[src/rtl/alu_muldiv_unit.sv]
// Execute-stage ALU: single-cycle logic/arith plus iterative
// signed/unsigned multiply and divide writing HI/LO.
module alu_muldiv_unit #(
  parameter int WIDTH = 32,
  parameter int CNT_W = 6
) (
  input  logic             clk,
  input  logic             reset,
  input  logic             start,
  input  logic [3:0]       op,
  input  logic [WIDTH-1:0] dataA,
  input  logic [WIDTH-1:0] dataB,
  input  logic             flush,
  output logic             busy,
  output logic             done,
  output logic [WIDTH-1:0] dataOut,
  output logic             isZero,
  output logic [WIDTH-1:0] hi,
  output logic [WIDTH-1:0] lo
);

  localparam logic [2:0] S_IDLE = 3'd0;
  localparam logic [2:0] S_MUL  = 3'd1;
  localparam logic [2:0] S_DIV  = 3'd2;
  localparam logic [2:0] S_FIX  = 3'd3;
  localparam logic [2:0] S_DONE = 3'd4;

  localparam logic [CNT_W-1:0] CNT_INIT = CNT_W'(WIDTH);
  localparam logic [CNT_W-1:0] CNT_ONE  = CNT_W'(1);

  logic [2:0]         state_q, state_d;
  logic [CNT_W-1:0]   cnt_q, cnt_d;
  logic [2*WIDTH-1:0] work_q, work_d;
  logic [WIDTH-1:0]   opnd_q, opnd_d;
  logic [WIDTH-1:0]   araw_q, araw_d;
  logic               neg_q, neg_d;
  logic               rneg_q, rneg_d;
  logic               isdiv_q, isdiv_d;
  logic               divz_q, divz_d;
  logic [WIDTH-1:0]   hi_q, hi_d;
  logic [WIDTH-1:0]   lo_q, lo_d;
  logic [WIDTH-1:0]   dout_q, dout_d;
  logic               zero_q, zero_d;
  logic               done_q, done_d;

  logic               is_mul, is_div, sgn_op;
  logic               a_neg, b_neg;
  logic [WIDTH-1:0]   a_abs, b_abs;
  logic               slt, sltu;
  logic [WIDTH-1:0]   alu_res;
  logic [WIDTH:0]     msum;
  logic [2*WIDTH-1:0] mul_next;
  logic [WIDTH:0]     trial;
  logic [2*WIDTH-1:0] div_next;
  logic [2*WIDTH-1:0] prod_fix;
  logic [WIDTH-1:0]   q_fix, r_fix;
  logic [WIDTH-1:0]   fix_hi, fix_lo;

  assign is_mul = (op[3:1] == 3'b100);
  assign is_div = (op[3:1] == 3'b101);
  assign sgn_op = ~op[0];
  assign a_neg  = sgn_op & dataA[WIDTH-1];
  assign b_neg  = sgn_op & dataB[WIDTH-1];
  assign a_abs  = a_neg ? -dataA : dataA;
  assign b_abs  = b_neg ? -dataB : dataB;
  assign slt    = $signed(dataA) < $signed(dataB);
  assign sltu   = dataA < dataB;

  always_comb begin
    alu_res = {WIDTH{1'b0}};
    case (op)
      4'b0000: alu_res = dataA & dataB;
      4'b0001: alu_res = dataA | dataB;
      4'b0010: alu_res = dataA + dataB;
      4'b0110: alu_res = dataA - dataB;
      4'b0111: alu_res = {{(WIDTH-1){1'b0}}, slt};
      4'b0011: alu_res = {{(WIDTH-1){1'b0}}, sltu};
      4'b1100: alu_res = hi_q;
      4'b1101: alu_res = lo_q;
      default: alu_res = {WIDTH{1'b0}};
    endcase
  end

  // shift-add: upper half accumulates, multiplier shifts out of lower half
  assign msum = {1'b0, work_q[2*WIDTH-1:WIDTH]}
              + {1'b0, (work_q[0] ? opnd_q : {WIDTH{1'b0}})};
  assign mul_next = {msum, work_q[WIDTH-1:1]};

  // restoring: upper half is remainder, lower half dividend/quotient
  assign trial = {work_q[2*WIDTH-1:WIDTH], work_q[WIDTH-1]}
               - {1'b0, opnd_q};
  assign div_next = trial[WIDTH]
                  ? {work_q[2*WIDTH-2:0], 1'b0}
                  : {trial[WIDTH-1:0], work_q[WIDTH-2:0], 1'b1};

  assign prod_fix = neg_q ? -work_q : work_q;
  assign q_fix    = neg_q ? -work_q[WIDTH-1:0] : work_q[WIDTH-1:0];
  assign r_fix    = rneg_q ? -work_q[2*WIDTH-1:WIDTH]
                           : work_q[2*WIDTH-1:WIDTH];

  always_comb begin
    fix_hi = prod_fix[2*WIDTH-1:WIDTH];
    fix_lo = prod_fix[WIDTH-1:0];
    if (isdiv_q) begin
      if (divz_q) begin
        fix_hi = araw_q;
        fix_lo = {WIDTH{1'b1}};
      end else begin
        fix_hi = r_fix;
        fix_lo = q_fix;
      end
    end
  end

  always_comb begin
    state_d = state_q;
    cnt_d   = cnt_q;
    work_d  = work_q;
    opnd_d  = opnd_q;
    araw_d  = araw_q;
    neg_d   = neg_q;
    rneg_d  = rneg_q;
    isdiv_d = isdiv_q;
    divz_d  = divz_q;
    hi_d    = hi_q;
    lo_d    = lo_q;
    dout_d  = dout_q;
    zero_d  = zero_q;
    done_d  = 1'b0;
    if (flush) begin
      state_d = S_IDLE;
    end else begin
      case (state_q)
        S_IDLE: begin
          if (start) begin
            if (is_mul | is_div) begin
              state_d = is_mul ? S_MUL : S_DIV;
              cnt_d   = CNT_INIT;
              work_d  = {{WIDTH{1'b0}}, a_abs};
              opnd_d  = b_abs;
              araw_d  = dataA;
              neg_d   = a_neg ^ b_neg;
              rneg_d  = a_neg;
              isdiv_d = is_div;
              divz_d  = (dataB == {WIDTH{1'b0}});
            end else begin
              dout_d = alu_res;
              zero_d = (alu_res == {WIDTH{1'b0}});
              done_d = 1'b1;
            end
          end
        end
        S_MUL, S_DIV: begin
          if (cnt_q == {CNT_W{1'b0}}) begin
            state_d = S_FIX;
          end else begin
            work_d = (state_q == S_MUL) ? mul_next : div_next;
            cnt_d  = cnt_q - CNT_ONE;
          end
        end
        S_FIX: begin
          hi_d    = fix_hi;
          lo_d    = fix_lo;
          dout_d  = fix_lo;
          zero_d  = (fix_lo == {WIDTH{1'b0}});
          done_d  = 1'b1;
          state_d = S_DONE;
        end
        S_DONE: state_d = S_IDLE;
        default: state_d = S_IDLE;
      endcase
    end
  end

  always_ff @(posedge clk or negedge reset) begin
    if (!reset) begin
      state_q <= S_IDLE;
      cnt_q   <= {CNT_W{1'b0}};
      work_q  <= {(2*WIDTH){1'b0}};
      opnd_q  <= {WIDTH{1'b0}};
      araw_q  <= {WIDTH{1'b0}};
      neg_q   <= 1'b0;
      rneg_q  <= 1'b0;
      isdiv_q <= 1'b0;
      divz_q  <= 1'b0;
      hi_q    <= {WIDTH{1'b0}};
      lo_q    <= {WIDTH{1'b0}};
      dout_q  <= {WIDTH{1'b0}};
      zero_q  <= 1'b0;
      done_q  <= 1'b0;
    end else begin
      state_q <= state_d;
      cnt_q   <= cnt_d;
      work_q  <= work_d;
      opnd_q  <= opnd_d;
      araw_q  <= araw_d;
      neg_q   <= neg_d;
      rneg_q  <= rneg_d;
      isdiv_q <= isdiv_d;
      divz_q  <= divz_d;
      hi_q    <= hi_d;
      lo_q    <= lo_d;
      dout_q  <= dout_d;
      zero_q  <= zero_d;
      done_q  <= done_d;
    end
  end

  assign busy    = (state_q != S_IDLE);
  assign done    = done_q;
  assign dataOut = dout_q;
  assign isZero  = zero_q;
  assign hi      = hi_q;
  assign lo      = lo_q;

endmodule

[config.mk]
export PLATFORM = sky130hd
export DESIGN_NAME = alu_muldiv_unit
export DESIGN_NICKNAME = d
export VERILOG_FILES = /design/src/rtl/alu_muldiv_unit.sv
export SDC_FILE = /design/constraint.sdc
export NUM_CORES = 1
export LEC_CHECK = 0
export BUFFER_PORTS_ARGS = -buffer_cell sky130_fd_sc_hd__buf_4
export CORE_MARGIN = 4
export CORE_UTILIZATION = 40
export DETAILED_ROUTE_END_ITERATION = 16
export GPL_TIMING_DRIVEN = 1
export SKIP_CTS_REPAIR_TIMING = 1
export SYNTH_ARGS = -nofsm -noshare
export SYNTH_HDL_FRONTEND = slang
export SYNTH_SLANG_ARGS = --single-unit
export TNS_END_PERCENT = 30
[constraint.sdc]
create_clock -name clk -period 8.58 [get_ports clk]
set_input_delay 0 -clock clk [delete_from_list [all_inputs] [get_ports clk]]
set_output_delay 0 -clock clk [all_outputs]
set_load 0.01 [all_outputs]
==> impl_metrics.ini <==
[status]
status = complete, but fails checks
violations = negative hold slack

[floorplanning]
io_pins = 171
dieArea_sq_um = 61900
die_w_microns = 249
die_h_microns = 249
fp-row-count = 87
core_sq_um = 56900
start_util_pct = 40.7

[layout]
final_cells = 3998
layout-drive-gt1-share_pct = 9.51
fin_area_sq_um = 26500
areaGrowthSynthToFinish_pct = 14.5
fin_nets = 3471
fin_util_pct = 46.6

[pwr]
p_per_area_nw_per_um2 = 315
leakagePower_uw = 0.0118
ir_worst_vdd_uv = 196

[clock_tree]
clock_latency_ns = 0.60
clkSinkCount = 239
tritoncts = yes
clockBufferDepth = 3
clk_pin_slew_ns = 0.06
h-tree-depth = 1
cts-root-buf = clkbuf_16
numCtsBuffers = 29

[job]
drv_cap = 0

[route]
drt_wl_total_mm = 98.8
drc = 0
vias_per_cell = 6.06
first_pass_iters = 6
wl_per_cell_microns = 24.7
vias = 24200
drt_iter0_markers = 2495
ant_nets = 0

[logic_synthesis]
synth_area_leaders = dfrtp_1, ha_1, o21ai_0
synthFlopType = dfrtp_1
netlist_area_sq_um = 23200
synth_top_area_share_pct = 25.8
async_reset_ff_share_pct = 100
yosysTopAreaCell = dfrtp_1
postSynthCellCount = 3118
synth_top_cells_by_count = nand2_1, o21ai_0, dfrtp_1, nor2_1, a21oi_1
synth_cell_types = 85
ys_ff_latch = 239
synth.most_common_cell = nand2_1
syn_area_per_cell_sq_um = 7.43
synth_edf_count = 0
yosysSeqAreaShare_pct = 25.8
ys_warn_count = 0
syn-num-nets = 3372

[global_routing]
antenna_found_initial = 3
grt_use_total_pct = 30.3
grt_max_degree = 109
grt_overflow = 0
grt_pass1_vias = 22900
grt_pass1_wl_mm = 147

[sta]
slew_headroom_pct = 22.5
fin_crit_sh_pct = 56.2
setup_viol = 0
hold_viol = 1
tns_ns = 0
fin_crit_ns = 4.82
tightest_slew_ns = 1.15
holdWs_ns = -0.0161
fin_ws_ns = 3.76
grt_setup_unrepaired = no
max_freq_mhz = 207
fin_worst_skew_ns = 0.0134
slew_violations = 0

[placed_design]
dp.final_hpwl_mm = 77.3
dp.cells = 3888
place_ws_ns = 3.79
gp_congestion = 0.963
placed_area_sq_um = 25000
port_buffers = 170

[setup_path]
cp.required_ns = 9.02
end_kind = register
worstReg2RegEnd = work_q[33]$_DFFE_PN0P_
r2r_slack_ns = 3.76
critPathLaunch = work_q[31]$_DFFE_PN0P_
r2r-start = work_q[31]$_DFFE_PN0P_
reg2reg_depth = 15
crit_arrival_ns = 5.26
worst-path-max-fanout = 15
worstSetupPathType = reg2reg
critPathLaunchType = register

[worst_hold_path]
hold_end = opnd_q[30]$_DFFE_PN0P_
min_from = dataB[29]
min_path_type = in2reg
min_path_cells = 4
[registers in the layout (all words and copies together) (netlist names)]
signal and count:
neg_q 1, araw_q 32, work_q 64, isdiv_q 1, lo 32, opnd_q 32, hi 32, cnt_q 6
done 1, isZero 1, state_q 3, dataOut 32, divz_q 1, rneg_q 1
[cell families after synthesis]
group	Yosys count	synth area share, %
simple gates	1049	20.3
compound gates	1007	26.9
buf+inv	361	6.03
flops	239	25.8
xor+xnor	207	7.82
fa+ha+maj	182	9.95
mux	73	3.20
[per-stage QoR]
step / hold slack, ns / power [uW]
after floorplan: -0.296 / 5120
after global routing: 0.00329 / 8950
after global placement: 0.124 / 6840
final: -0.0161 / 8360
after CTS: -0.499 / 8280
after detailed placement: 0.121 / 6930
[worst max-delay path: stages (launching register included)]
cell and delay [ns]:
dfrtp_1 0.48, inv_1 0.11, ha_1 0.21, inv_1 0.07, fa_1 0.42, a211o_1 0.28, o211ai_1 0.12, a21oi_1 0.18
a2111o_1 0.54, a21boi_2 0.27, o21ai_1 0.21, a2111oi_2 0.43, a211o_1 0.65, mux2_2 0.40, o21ai_0 0.16, o22ai_1 0.09
[layout by cell type, fill, tap and decap left out, types with 14 or more instances in the layout]
cell type and count:
nand2_1 464, o21ai_0 386, dfrtp_1 239, nor2_1 237, a21oi_1 211, buf_4 207, ha_1 178, xnor2_1 173
inv_1 164, nand3_1 77, nor3_1 64, mux2i_1 64, dlygate4sd3_1 54, a21o_1 46, a31oi_1 38, o31ai_1 35
xor2_1 34, nand2b_1 33, or3_1 33, nor4_1 32, o211ai_1 30, clkbuf_16 29, a211oi_1 27, a22oi_1 23
o22ai_1 22, nand4_1 21, o21a_1 19, o41ai_1 14, and3_1 14
[worst max path at each step]
stage | to | cells past startpoint
finish | work_q[33]$_DFFE_PN0P_ | 15
CTS | work_q[60]$_DFFE_PN0P_ | 15
global route | work_q[53]$_DFFE_PN0P_ | 15
global placement | work_q[41]$_DFFE_PN0P_ | 15
floorplan | work_q[33]$_DFFE_PN0P_ | 16
detailed placement | work_q[60]$_DFFE_PN0P_ | 15
[cell type report]
cell class	instances	area, sq um
fill	5724	30400
multi-input combinational	2518	15800
sequential	239	5980
timing repair buffer	262	2110
tap	756	946
clock buffer	37	806
inverter	167	627
clock inverter	17	221
antenna	2	5.00
[power by group]
| group | leakage [uW] | internal [uW] | switching, uW |
|---|---|---|---|
| Combinational | 0.00831 | 1800 | 3000 |
| Sequential | 0.00302 | 1610 | 627 |
| Clock | 0.000507 | 790 | 539 |
| Total | 0.0118 | 4200 | 4160 |
[layer usage]
layer	up-vias	routed length [microns]	track usage [%]
met4	0	3810	8.93
met2	1041	44300	48.9
li1	11300	-	-
met3	180	7470	4.24
met5	-	0	0
met1	11700	43300	42.6
Power figures use the tool's default switching activity.
